<file path="src/rtl/btb_pkg.sv">
// Shared types and helpers for the branch target buffer: counter codes, entry layout,
// and PC index/tag extraction for a given index width.
package btb_pkg;

  localparam int CTR_W = 2;

  typedef enum logic [CTR_W-1:0] {
    SNT = 2'b00,
    WNT = 2'b01,
    WT  = 2'b10,
    ST  = 2'b11
  } ctr_e;

  // Tag is held at its widest possible size (IDX_W = 0); upper bits stay zero.
  typedef struct packed {
    logic        valid;
    logic [29:0] tag;
    logic [31:0] target;
    ctr_e        ctr;
  } btb_entry_t;

  function automatic logic [29:0] pc_idx(input logic [29:0] word, input int idx_w);
    return word & ((30'd1 << idx_w) - 30'd1);
  endfunction

  function automatic logic [29:0] pc_tag(input logic [29:0] word, input int idx_w);
    return word >> idx_w;
  endfunction

endpackage

</file>
<file path="src/rtl/branch_target_buffer_if.sv">
// Lookup, training and statistics signals of the branch target buffer.
// master = fetch/EX side, slave = the BTB itself.
interface branch_target_buffer_if;
  logic        en;
  logic        inv_all_i;
  logic [31:0] pc_i;
  logic [31:0] EX_pc_i;
  logic        EX_is_br_i;
  logic        EX_br_taken_i;
  logic [31:0] EX_br_target_i;
  logic        EX_bp_pred_taken_i;
  logic        bp_pred_taken_o;
  logic [31:0] bp_pred_target_o;
  logic [31:0] stat_br_cnt_o;
  logic [31:0] stat_miss_cnt_o;

  modport master (
    output en, inv_all_i, pc_i, EX_pc_i, EX_is_br_i, EX_br_taken_i,
           EX_br_target_i, EX_bp_pred_taken_i,
    input  bp_pred_taken_o, bp_pred_target_o, stat_br_cnt_o, stat_miss_cnt_o
  );

  modport slave (
    input  en, inv_all_i, pc_i, EX_pc_i, EX_is_br_i, EX_br_taken_i,
           EX_br_target_i, EX_bp_pred_taken_i,
    output bp_pred_taken_o, bp_pred_target_o, stat_br_cnt_o, stat_miss_cnt_o
  );
endinterface

</file>
<file path="src/rtl/bp_sat_ctr2.sv">
// Combinational 2-bit saturating counter step: increment on taken, decrement otherwise.
module bp_sat_ctr2
  import btb_pkg::*;
(
  input  ctr_e ctr_i,
  input  logic taken_i,
  output ctr_e ctr_o
);

  always_comb begin
    ctr_o = ctr_i;
    if (taken_i) begin
      if (ctr_i != ST) ctr_o = ctr_e'(ctr_i + 2'd1);
    end else begin
      if (ctr_i != SNT) ctr_o = ctr_e'(ctr_i - 2'd1);
    end
  end

endmodule

</file>
<file path="src/rtl/branch_target_buffer.sv">
// Direct-mapped BTB with 2-bit direction counters, zero-latency lookup, EX-side training.
// Optional statistics counters are enabled by defining BTB_STATS_EN.
module branch_target_buffer
  import btb_pkg::*;
#(
  parameter int ENTRIES = 16
) (
  input logic                  clk,
  input logic                  rst_n,
  branch_target_buffer_if.slave btb
);

  localparam int IDX_W = $clog2(ENTRIES);
  localparam int TAG_W = 30 - IDX_W;

  btb_entry_t tbl_q [ENTRIES];

  logic [IDX_W-1:0] lk_idx;
  logic [TAG_W-1:0] lk_tag;
  logic             lk_hit;

  logic [IDX_W-1:0] tr_idx;
  logic [TAG_W-1:0] tr_tag;
  logic             tr_hit;
  logic             train_ev;
  ctr_e             tr_ctr_nxt;

  assign lk_idx = IDX_W'(pc_idx(btb.pc_i[31:2], IDX_W));
  assign lk_tag = TAG_W'(pc_tag(btb.pc_i[31:2], IDX_W));
  assign lk_hit = tbl_q[lk_idx].valid && (tbl_q[lk_idx].tag == 30'(lk_tag));

  // Lookup sees the registered table only, so a same-cycle train is not bypassed.
  always_comb begin
    btb.bp_pred_taken_o  = lk_hit && tbl_q[lk_idx].ctr[1];
    btb.bp_pred_target_o = 32'h0;
    if (btb.bp_pred_taken_o) btb.bp_pred_target_o = tbl_q[lk_idx].target;
  end

  assign tr_idx   = IDX_W'(pc_idx(btb.EX_pc_i[31:2], IDX_W));
  assign tr_tag   = TAG_W'(pc_tag(btb.EX_pc_i[31:2], IDX_W));
  assign tr_hit   = tbl_q[tr_idx].valid && (tbl_q[tr_idx].tag == 30'(tr_tag));
  assign train_ev = btb.en && btb.EX_is_br_i && !btb.inv_all_i;

  bp_sat_ctr2 u_sat_ctr (
    .ctr_i   (tbl_q[tr_idx].ctr),
    .taken_i (btb.EX_br_taken_i),
    .ctr_o   (tr_ctr_nxt)
  );

  always_ff @(posedge clk) begin
    if (!rst_n) begin
      for (int i = 0; i < ENTRIES; i++) begin
        tbl_q[i].valid <= 1'b0;
        tbl_q[i].ctr   <= WNT;
      end
    end else if (btb.inv_all_i) begin
      for (int i = 0; i < ENTRIES; i++) tbl_q[i].valid <= 1'b0;
    end else if (train_ev) begin
      if (btb.EX_br_taken_i) begin
        tbl_q[tr_idx].target <= btb.EX_br_target_i;
        if (tr_hit) begin
          tbl_q[tr_idx].ctr <= tr_ctr_nxt;
        end else begin
          tbl_q[tr_idx].valid <= 1'b1;
          tbl_q[tr_idx].tag   <= 30'(tr_tag);
          tbl_q[tr_idx].ctr   <= WT;
        end
      end else if (tr_hit) begin
        tbl_q[tr_idx].ctr <= tr_ctr_nxt;
      end
    end
  end

`ifdef BTB_STATS_EN
  logic [31:0] br_cnt_q, br_cnt_d;
  logic [31:0] miss_cnt_q, miss_cnt_d;

  always_comb begin
    br_cnt_d   = br_cnt_q;
    miss_cnt_d = miss_cnt_q;
    if (train_ev) begin
      br_cnt_d = br_cnt_q + 32'd1;
      if (btb.EX_bp_pred_taken_i != btb.EX_br_taken_i) miss_cnt_d = miss_cnt_q + 32'd1;
    end
  end

  always_ff @(posedge clk) begin
    if (!rst_n) begin
      br_cnt_q   <= 32'h0;
      miss_cnt_q <= 32'h0;
    end else begin
      br_cnt_q   <= br_cnt_d;
      miss_cnt_q <= miss_cnt_d;
    end
  end

  assign btb.stat_br_cnt_o   = br_cnt_q;
  assign btb.stat_miss_cnt_o = miss_cnt_q;
`else
  assign btb.stat_br_cnt_o   = 32'h0;
  assign btb.stat_miss_cnt_o = 32'h0;
`endif

endmodule

</file>
<file path="src/flat_wrapper.sv">
// flat-port wrapper written by rule: the top's interface ports become plain ports
module branch_target_buffer_flat import btb_pkg::*;
#(
  parameter int ENTRIES = 16
)
  (clk, rst_n, btb_en, btb_inv_all_i, btb_pc_i, btb_EX_pc_i, btb_EX_is_br_i, btb_EX_br_taken_i, btb_EX_br_target_i, btb_EX_bp_pred_taken_i, btb_bp_pred_taken_o, btb_bp_pred_target_o, btb_stat_br_cnt_o, btb_stat_miss_cnt_o);
  branch_target_buffer_if btb_i ();
  input logic clk;
  input logic rst_n;
  input wire logic [$bits(btb_i.en)-1:0] btb_en;
  input wire logic [$bits(btb_i.inv_all_i)-1:0] btb_inv_all_i;
  input wire logic [$bits(btb_i.pc_i)-1:0] btb_pc_i;
  input wire logic [$bits(btb_i.EX_pc_i)-1:0] btb_EX_pc_i;
  input wire logic [$bits(btb_i.EX_is_br_i)-1:0] btb_EX_is_br_i;
  input wire logic [$bits(btb_i.EX_br_taken_i)-1:0] btb_EX_br_taken_i;
  input wire logic [$bits(btb_i.EX_br_target_i)-1:0] btb_EX_br_target_i;
  input wire logic [$bits(btb_i.EX_bp_pred_taken_i)-1:0] btb_EX_bp_pred_taken_i;
  output wire logic [$bits(btb_i.bp_pred_taken_o)-1:0] btb_bp_pred_taken_o;
  output wire logic [$bits(btb_i.bp_pred_target_o)-1:0] btb_bp_pred_target_o;
  output wire logic [$bits(btb_i.stat_br_cnt_o)-1:0] btb_stat_br_cnt_o;
  output wire logic [$bits(btb_i.stat_miss_cnt_o)-1:0] btb_stat_miss_cnt_o;
  assign btb_i.en = btb_en;
  assign btb_i.inv_all_i = btb_inv_all_i;
  assign btb_i.pc_i = btb_pc_i;
  assign btb_i.EX_pc_i = btb_EX_pc_i;
  assign btb_i.EX_is_br_i = btb_EX_is_br_i;
  assign btb_i.EX_br_taken_i = btb_EX_br_taken_i;
  assign btb_i.EX_br_target_i = btb_EX_br_target_i;
  assign btb_i.EX_bp_pred_taken_i = btb_EX_bp_pred_taken_i;
  assign btb_bp_pred_taken_o = btb_i.bp_pred_taken_o;
  assign btb_bp_pred_target_o = btb_i.bp_pred_target_o;
  assign btb_stat_br_cnt_o = btb_i.stat_br_cnt_o;
  assign btb_stat_miss_cnt_o = btb_i.stat_miss_cnt_o;
  branch_target_buffer #(.ENTRIES(ENTRIES)) u_core (.clk(clk), .rst_n(rst_n), .btb(btb_i));
endmodule
</file>
<file path="config.mk">
export PLATFORM = sky130hd
export DESIGN_NAME = branch_target_buffer_flat
export DESIGN_NICKNAME = d
export VERILOG_FILES = /design/src/rtl/btb_pkg.sv /design/src/rtl/branch_target_buffer_if.sv /design/src/rtl/bp_sat_ctr2.sv /design/src/rtl/branch_target_buffer.sv /design/src/flat_wrapper.sv
export SDC_FILE = /design/constraint.sdc
export NUM_CORES = 1
export LEC_CHECK = 0
export BUFFER_PORTS_ARGS = -buffer_cell sky130_fd_sc_hd__buf_2
export CAP_MARGIN = 20
export CORE_MARGIN = 1.5
export CORE_UTILIZATION = 56
export DETAILED_ROUTE_END_ITERATION = 16
export GPL_ROUTABILITY_DRIVEN = 1
export MAX_ROUTING_LAYER = met4
export PLACE_DENSITY = 0.76
export SLEW_MARGIN = 20
export SYNTH_ARGS = -nofsm -noshare
export SYNTH_HDL_FRONTEND = slang
export SYNTH_SLANG_ARGS = --single-unit
</file>
<file path="constraint.sdc">
create_clock -name clk -period 4.2 [get_ports clk]
set_input_delay 0.42 -clock clk [delete_from_list [all_inputs] [get_ports clk]]
set_output_delay 0.42 -clock clk [all_outputs]
set_load 0.01 [all_outputs]
</file>
* Word level (Yosys, flattened, before mapping)
Memory sizes are Yosys's and may differ from the RTL's.
Cells that the tools add are included.
** Word-level totals
- Logic and storage cells :: 83
- Bits in writable memories :: 976
- Latch bits :: 0
- ROM bits :: 0
- Flip-flop bits (word level) :: 0
- Memories kept :: 1
- Output and inout port bits :: 97
** Cells by class
- Divide/modulo/power cells :: 0
- Bitwise logic cells :: 18
- $lt $le $gt $ge :: 0
- Shift-type cells :: 0
- $add $sub $neg :: 2
- Multipliers :: 0
- Eq/ne operators :: 3
- Muxes and demuxes :: 51
- Reductions and logical operators :: 8
** Memories
- u_core.tbl_q :: words 16, bits a word 61, rd ports 2, clocked after memory_dff 0, wr ports 16, line branch_target_buffer.sv:16 : btb_entry_t tbl_q [ENTRIES];
** Operator list (number)
- two-way mux 61 bit :: 1
- OR reduction 61 bit :: 1
- == test 30 x 26 -> 1 bit :: 2
- two-way mux 1 bit :: 42
- two-way mux 32 bit :: 1
- OR 1 bit :: 18
- two-way mux 2 bit :: 5
- two-way mux 4 bit :: 2
- logical AND 1 bit :: 5
- adder 2 x 1 -> 2 bit, second input constant :: 1
- inequality test 2 bit, second input constant :: 1
- nonzero test 2 bit :: 1
- subtractor 2 x 1 -> 2 bit, second input constant :: 1
- logical NOT 1 bit :: 1

* Longest topological paths before layout
An unclocked memory read counts as a cell.
- Depth in word-level cells :: 13
- Depth in mapped cells :: 16
- Depth with buffers taken out :: 9

* Modules after synthesis
Synthesis repeated with hierarchy kept, for this count alone.
** Second synthesis, totals
- Cells, all modules :: 2099
- Area, all modules :: 42499.5 um^2
** By module, submodules not included
- branch_target_buffer :: sequential area each 29148.0 um^2, cells each 2096, times used 1, area each 42473.2 um^2
- bp_sat_ctr2 :: sequential area each 0.0 um^2, cells each 3, times used 1, area each 26.3 um^2

* Worst setup path after synthesis
Ideal clock, no wire load.
- Kind :: input to register
- From :: input port btb_EX_pc_i[3]
- To :: memory u_core.tbl_q[4][10] (netlist name) (enable)
- Library setup time :: 0.461 ns
- Arrival :: 4.037 ns
- Cell stages on the path :: 8
- Slack :: -0.298 ns
- Cells stage by stage :: buf_2 -> buf_4 -> buf_4 -> buf_4 -> or2_2 -> clkbuf_1 -> clkbuf_1 -> nor3_1
** RTL lines
- start, declared :: line flat_wrapper.sv:13 : input wire logic [$bits(btb_i.EX_pc_i)-1:0] btb_EX_pc_i;
- end, declared :: line branch_target_buffer.sv:16

==> metrics list <==
- From synthesis to final layout, the design area changed by 15.82%.
* Critical path required time: 3.78 ns
- WHS: 0.08797 ns
- Slew Limit Fails: 0
- RSZ-0062 raised after global routing: true
- Of all nets on the critical path, the largest fanout is 7.
- The total overflow left after global routing is 0.
* Min setup slack post-route: -0.1307 ns
* Sequential share of power: 50.0%
- Worst r2r dst: u_core.tbl_q[6][1]
- At the pin with the least slew margin, the transition time is 0.9164 ns.
* Worst Path Class, Setup: flop to primary output
* Peak supply drop: 0.3349 mV
* Average instance area after synthesis: 17.47 um2
- Setup violations remaining at the end of the flow were counted as 22.
* Total half-perimeter wirelength after legalization and detailed placement: 72.22 mm
- Root buf cell: sky130_fd_sc_hd__clkbuf_16
- Data arrival time at the worst-slack endpoint: 3.91 ns
- After synthesis, the share of flip-flops with an asynchronous set or reset is 0%.
- In this run the register-to-register setup slack is 0.13 ns.
- Combinational cells account for 5.6% of the total power.
- Area of the mapped netlist: 0.04559 mm2
* Count of final hold-check violations: 0
* Clock latency of the later-clocked register in the worst-skew pair: 0.70 ns
- Num rows: 104
* Clock tree from TritonCTS: yes
- For this run, the top clock speed supported by timing is 230.9 MHz.
- Initial antenna violation count: 11
- The number of global-route vias before repair came to 26640.
* Placement-stage cell area: 0.04880 mm2
- Total track usage: 31.23%
* Reported net switching power: 4.690 mW
* DRT iter0 DRCs: 3674
- Power spread over the standard cell area amounts to 404.0 mW/mm2.
- Library cells used by synthesis: 63
- Post-Route WL: 124.8 mm
- Summed over all cells, the static leakage comes to 16.48 nW.
- The first global-routing pass estimated 180.5 mm of wire.
- Flip-flop count of the largest register after layout: 976
* H-Tree Depth: 3
- Max clock buf depth: 3
- In this run the standard cell core region covers 0.08055 mm2.
- Shortest clock period the worst path allows after layout: 4.331 ns
- Total number of vias: 26400
- Power Total: 21.33 mW
- Crit. Startpoint: u_core.tbl_q[15][48]
- The most critical setup path has its endpoint at btb_bp_pred_target_o[17].
- In this run, synthesis produced a sequential element count of 976.
- The run finished, with violations left.
- Max_cap viols: 0
- Yosys Warn Count: 0
* Most flops, register: u_core.tbl_q
* Post-route DRC violation count: 0
- Measured along the y axis, the die boundary spans 288.3 um.
- For this run, the register share of the synthesized area comes to 63.93%.
* Fill count: 5197
- The first detailed-routing pass ran for 6 iterations.
- Worst slew margin relative to its limit: 38.58%
- Dividing the detail-routed via count by the number of cells gives 6.663.
* Total die area: 0.08314 mm2
- Routability congestion estimate: 0.9135
- Reg2Reg Launch Point: u_core.tbl_q[10][54]
* Final period util: 103.1%
* Antenna viol nets, final: 0
- CTS sink count: 976
- Setup crit end kind: primary output
* Share of cells above drive strength 1: 32.84%
- The final reports fail on negative setup slack.
* Synthesized netlist cell count: 2610
* Clk pwr share: 44.3%
- Total non-filler cell area in the finished layout: 0.05280 mm2
* Internal: 16.64 mW
- Counting cells, the worst reg-to-reg path comes to 11.
- Registers with the highest flip-flop counts: u_core.tbl_q: 976 flops
- The final layout contains 2913 nets.
- Boundary Pins: 200
* Maximum number of pins on one net before global-route repair: 129
- Switching share of power: 21.99%
- Hold Path Class: input pin to flop
- Type of origin of the critical path: flop
- Total CTS buffers: 98
- Number of hold buffers added after cts: 0
- Wirelength per Cell: 31.48 um
- For this run, the leading register cell type out of synthesis is sky130_fd_sc_hd__edfxtp_1.
* Starting utilization of the core area: 56.60%
- Floorplan die width: 288.3 um
- Number of enable flip-flop cells after synthesis: 960
* Skew final: 0.08478 ns
- Clock transition at the registers of the reported paths: 0.07 ns
- Port buffering added 130 buffers.
==> layer usage <==
| layer | up-vias | global-route usage [%] | wire, um |
|---|---|---|---|
| met3 | 210 | 6.153 | 13150 |
| met2 | 1761 | 49.62 | 62360 |
| met1 | 13670 | 41.39 | 45890 |
| met4 | 0 | 9.045 | 3365 |
| met5 | - | - | 0 |
| li1 | 10770 | - | - |
==> worst max-delay path: stages, from the launching register on <==
cell	delay, ns
sky130_fd_sc_hd__edfxtp_1	0.40
sky130_fd_sc_hd__mux4_2	0.49
sky130_fd_sc_hd__mux4_2	0.53
sky130_fd_sc_hd__xnor2_2	0.20
sky130_fd_sc_hd__buf_6	0.16
sky130_fd_sc_hd__nand4_1	0.17
sky130_fd_sc_hd__nor2_1	0.16
sky130_fd_sc_hd__buf_4	0.16
sky130_fd_sc_hd__nand4_1	0.09
sky130_fd_sc_hd__buf_6	0.20
sky130_fd_sc_hd__buf_16	0.17
sky130_fd_sc_hd__buf_6	0.15
sky130_fd_sc_hd__nor2b_1	0.14
sky130_fd_sc_hd__buf_2	0.16
==> synthesized netlist by cell type (2+ instances only) <==
| master | number | area, um2 |
|---|---|---|
| sky130_fd_sc_hd__a221oi_1 | 7 | 61.31 |
| sky130_fd_sc_hd__xnor2_1 | 35 | 306.5 |
| sky130_fd_sc_hd__a41oi_1 | 4 | 35.03 |
| sky130_fd_sc_hd__and3_1 | 7 | 43.79 |
| sky130_fd_sc_hd__mux2_2 | 2 | 22.52 |
| sky130_fd_sc_hd__nand3_1 | 27 | 135.1 |
| sky130_fd_sc_hd__nand2_1 | 46 | 172.7 |
| sky130_fd_sc_hd__clkbuf_1 | 149 | 559.3 |
| sky130_fd_sc_hd__mux2i_1 | 96 | 960.9 |
| sky130_fd_sc_hd__a31oi_1 | 10 | 62.56 |
| sky130_fd_sc_hd__nor2b_1 | 42 | 262.8 |
| sky130_fd_sc_hd__a22oi_1 | 21 | 157.7 |
| sky130_fd_sc_hd__o211ai_1 | 4 | 30.03 |
| sky130_fd_sc_hd__buf_6 | 4 | 45.04 |
| sky130_fd_sc_hd__edfxtp_1 | 960 | 28830 |
| sky130_fd_sc_hd__nand4_1 | 8 | 50.05 |
| sky130_fd_sc_hd__dfxtp_1 | 16 | 320.3 |
| sky130_fd_sc_hd__buf_1 | 41 | 153.9 |
| sky130_fd_sc_hd__o21ai_0 | 27 | 135.1 |
| sky130_fd_sc_hd__or2_2 | 2 | 12.51 |
| sky130_fd_sc_hd__and2_1 | 326 | 2039 |
| sky130_fd_sc_hd__buf_4 | 79 | 593.1 |
| sky130_fd_sc_hd__a2111o_1 | 2 | 22.52 |
| sky130_fd_sc_hd__mux4_2 | 385 | 8671 |
| sky130_fd_sc_hd__inv_1 | 13 | 48.80 |
| sky130_fd_sc_hd__o41ai_1 | 2 | 17.52 |
| sky130_fd_sc_hd__nor2_1 | 41 | 153.9 |
| sky130_fd_sc_hd__nor3b_1 | 2 | 15.01 |
| sky130_fd_sc_hd__a21oi_1 | 6 | 30.03 |
| sky130_fd_sc_hd__nor4_1 | 105 | 656.9 |
| sky130_fd_sc_hd__buf_2 | 34 | 170.2 |
| sky130_fd_sc_hd__nand2b_1 | 4 | 25.02 |
| sky130_fd_sc_hd__a22o_1 | 5 | 43.79 |
| sky130_fd_sc_hd__o2bb2ai_1 | 2 | 17.52 |
| sky130_fd_sc_hd__nor3_1 | 25 | 125.1 |
| sky130_fd_sc_hd__o22ai_1 | 7 | 43.79 |
| sky130_fd_sc_hd__xor2_1 | 20 | 175.2 |
| sky130_fd_sc_hd__a21o_1 | 16 | 120.1 |
| sky130_fd_sc_hd__nor4_2 | 4 | 50.05 |
==> how the worst min path moves through the flow <==
| stage | start | to | slack [ns] | cells after the start |
|---|---|---|---|---|
| finish | btb_EX_br_target_i[10] | u_core.tbl_q[14][12] | 0.09 | 1 |
| floorplan | u_core.tbl_q[6][60] | u_core.tbl_q[6][60] | 0.44 | 1 |
| global route | btb_EX_br_target_i[1] | u_core.tbl_q[15][3] | 0.08 | 1 |
| CTS | btb_EX_br_target_i[1] | u_core.tbl_q[15][3] | 0.06 | 1 |
| detailed placement | u_core.tbl_q[7][60] | u_core.tbl_q[7][60] | 0.47 | 1 |
| global placement | u_core.tbl_q[6][60] | u_core.tbl_q[6][60] | 0.46 | 1 |
==> placed cells by master, fill, tap and decap left out, drive strengths merged, types with 3 or more instances in the layout <==
master | netlist | layout
o31ai | 3 | 3
mux4 | 385 | 385
nand3 | 27 | 27
inv | 13 | 14
nor3 | 25 | 25
o211ai | 4 | 4
buf | 158 | 341
nor2 | 41 | 41
clkbuf | 149 | 114
a22o | 5 | 5
a221oi | 7 | 7
xor2 | 20 | 20
o22ai | 7 | 7
clkinv | 0 | 43
edfxtp | 960 | 960
nand2 | 46 | 46
dfxtp | 16 | 16
nand4 | 8 | 8
and2 | 326 | 326
o21ai | 28 | 28
clkinvlp | 0 | 9
a21o | 16 | 16
conb | 1 | 64
xnor2 | 35 | 35
nor2b | 42 | 42
a21oi | 6 | 6
nor4 | 109 | 109
a41oi | 4 | 4
mux2i | 96 | 96
and3 | 7 | 7
a31oi | 11 | 11
a22oi | 21 | 21
diode | 0 | 10
bufinv | 0 | 19
nand2b | 4 | 4
==> power groups by stage <==
stage	Combinational, mW	Clock, mW	Sequential (mW)
after CTS	1.18	9.51	10.7
after detailed placement	1.16	0	10.9
after global routing	1.26	9.88	10.7
final	1.20	9.46	10.7
after global placement	1.13	0	10.9
after floorplan	0.765	0	10.9
==> per-stage QoR <==
stage               setup WS (ns)  util (%)  setup TNS (ns)  cells
CTS                       -0.1097     65.23          -2.586   3948
finish                    -0.1307     65.56          -1.291   3963
floorplan                0.009966         -               0   2673
detailed placement        -0.5702     60.58         -327.32   3762
global placement          -0.4589     60.58         -290.12   3762
global route              -0.1519     65.56          -2.612   3963
==> area by class of cell <==
type	count	area [um2]	share of cell area [%]
Clock inverter	72	998.5	1.891
Tap cell	1060	1326	2.512
Multi-Input combinational cell	1377	15550	29.44
Inverter	13	48.80	0.09241
Timing Repair Buffer	344	3209	6.078
Clock buffer	111	2501	4.737
Antenna cell	10	25.02	0.04739
Sequential cell	976	29150	55.20
==> logic make-up (layout without fill, tap and decap cells) <==
logic type	Yosys count	count (layout)	share of synthesized area (%)
mux	483	483	21.17
buf+inv	320	540	3.444
other cells	1	74	0.008225
simple gates	644	644	8.293
xor+xnor	55	55	1.057
compound gates	130	130	2.072
flops	976	976	63.93
fa+ha+maj	1	1	0.02195
==> what timing repair did <==
| item | 4_1_cts | 5_1_grt |
|---|---|---|
| setup buffers | 2 | 4 |
| gates resized for setup | 41 | 36 |
| cloned | 2 | 1 |
| pin swaps | 3 | 2 |
| endpoints found under the hold margin | 0 | 0 |
| setup endpoints to repair | 33 | 512 |
(Power assumes the default switching activity.)
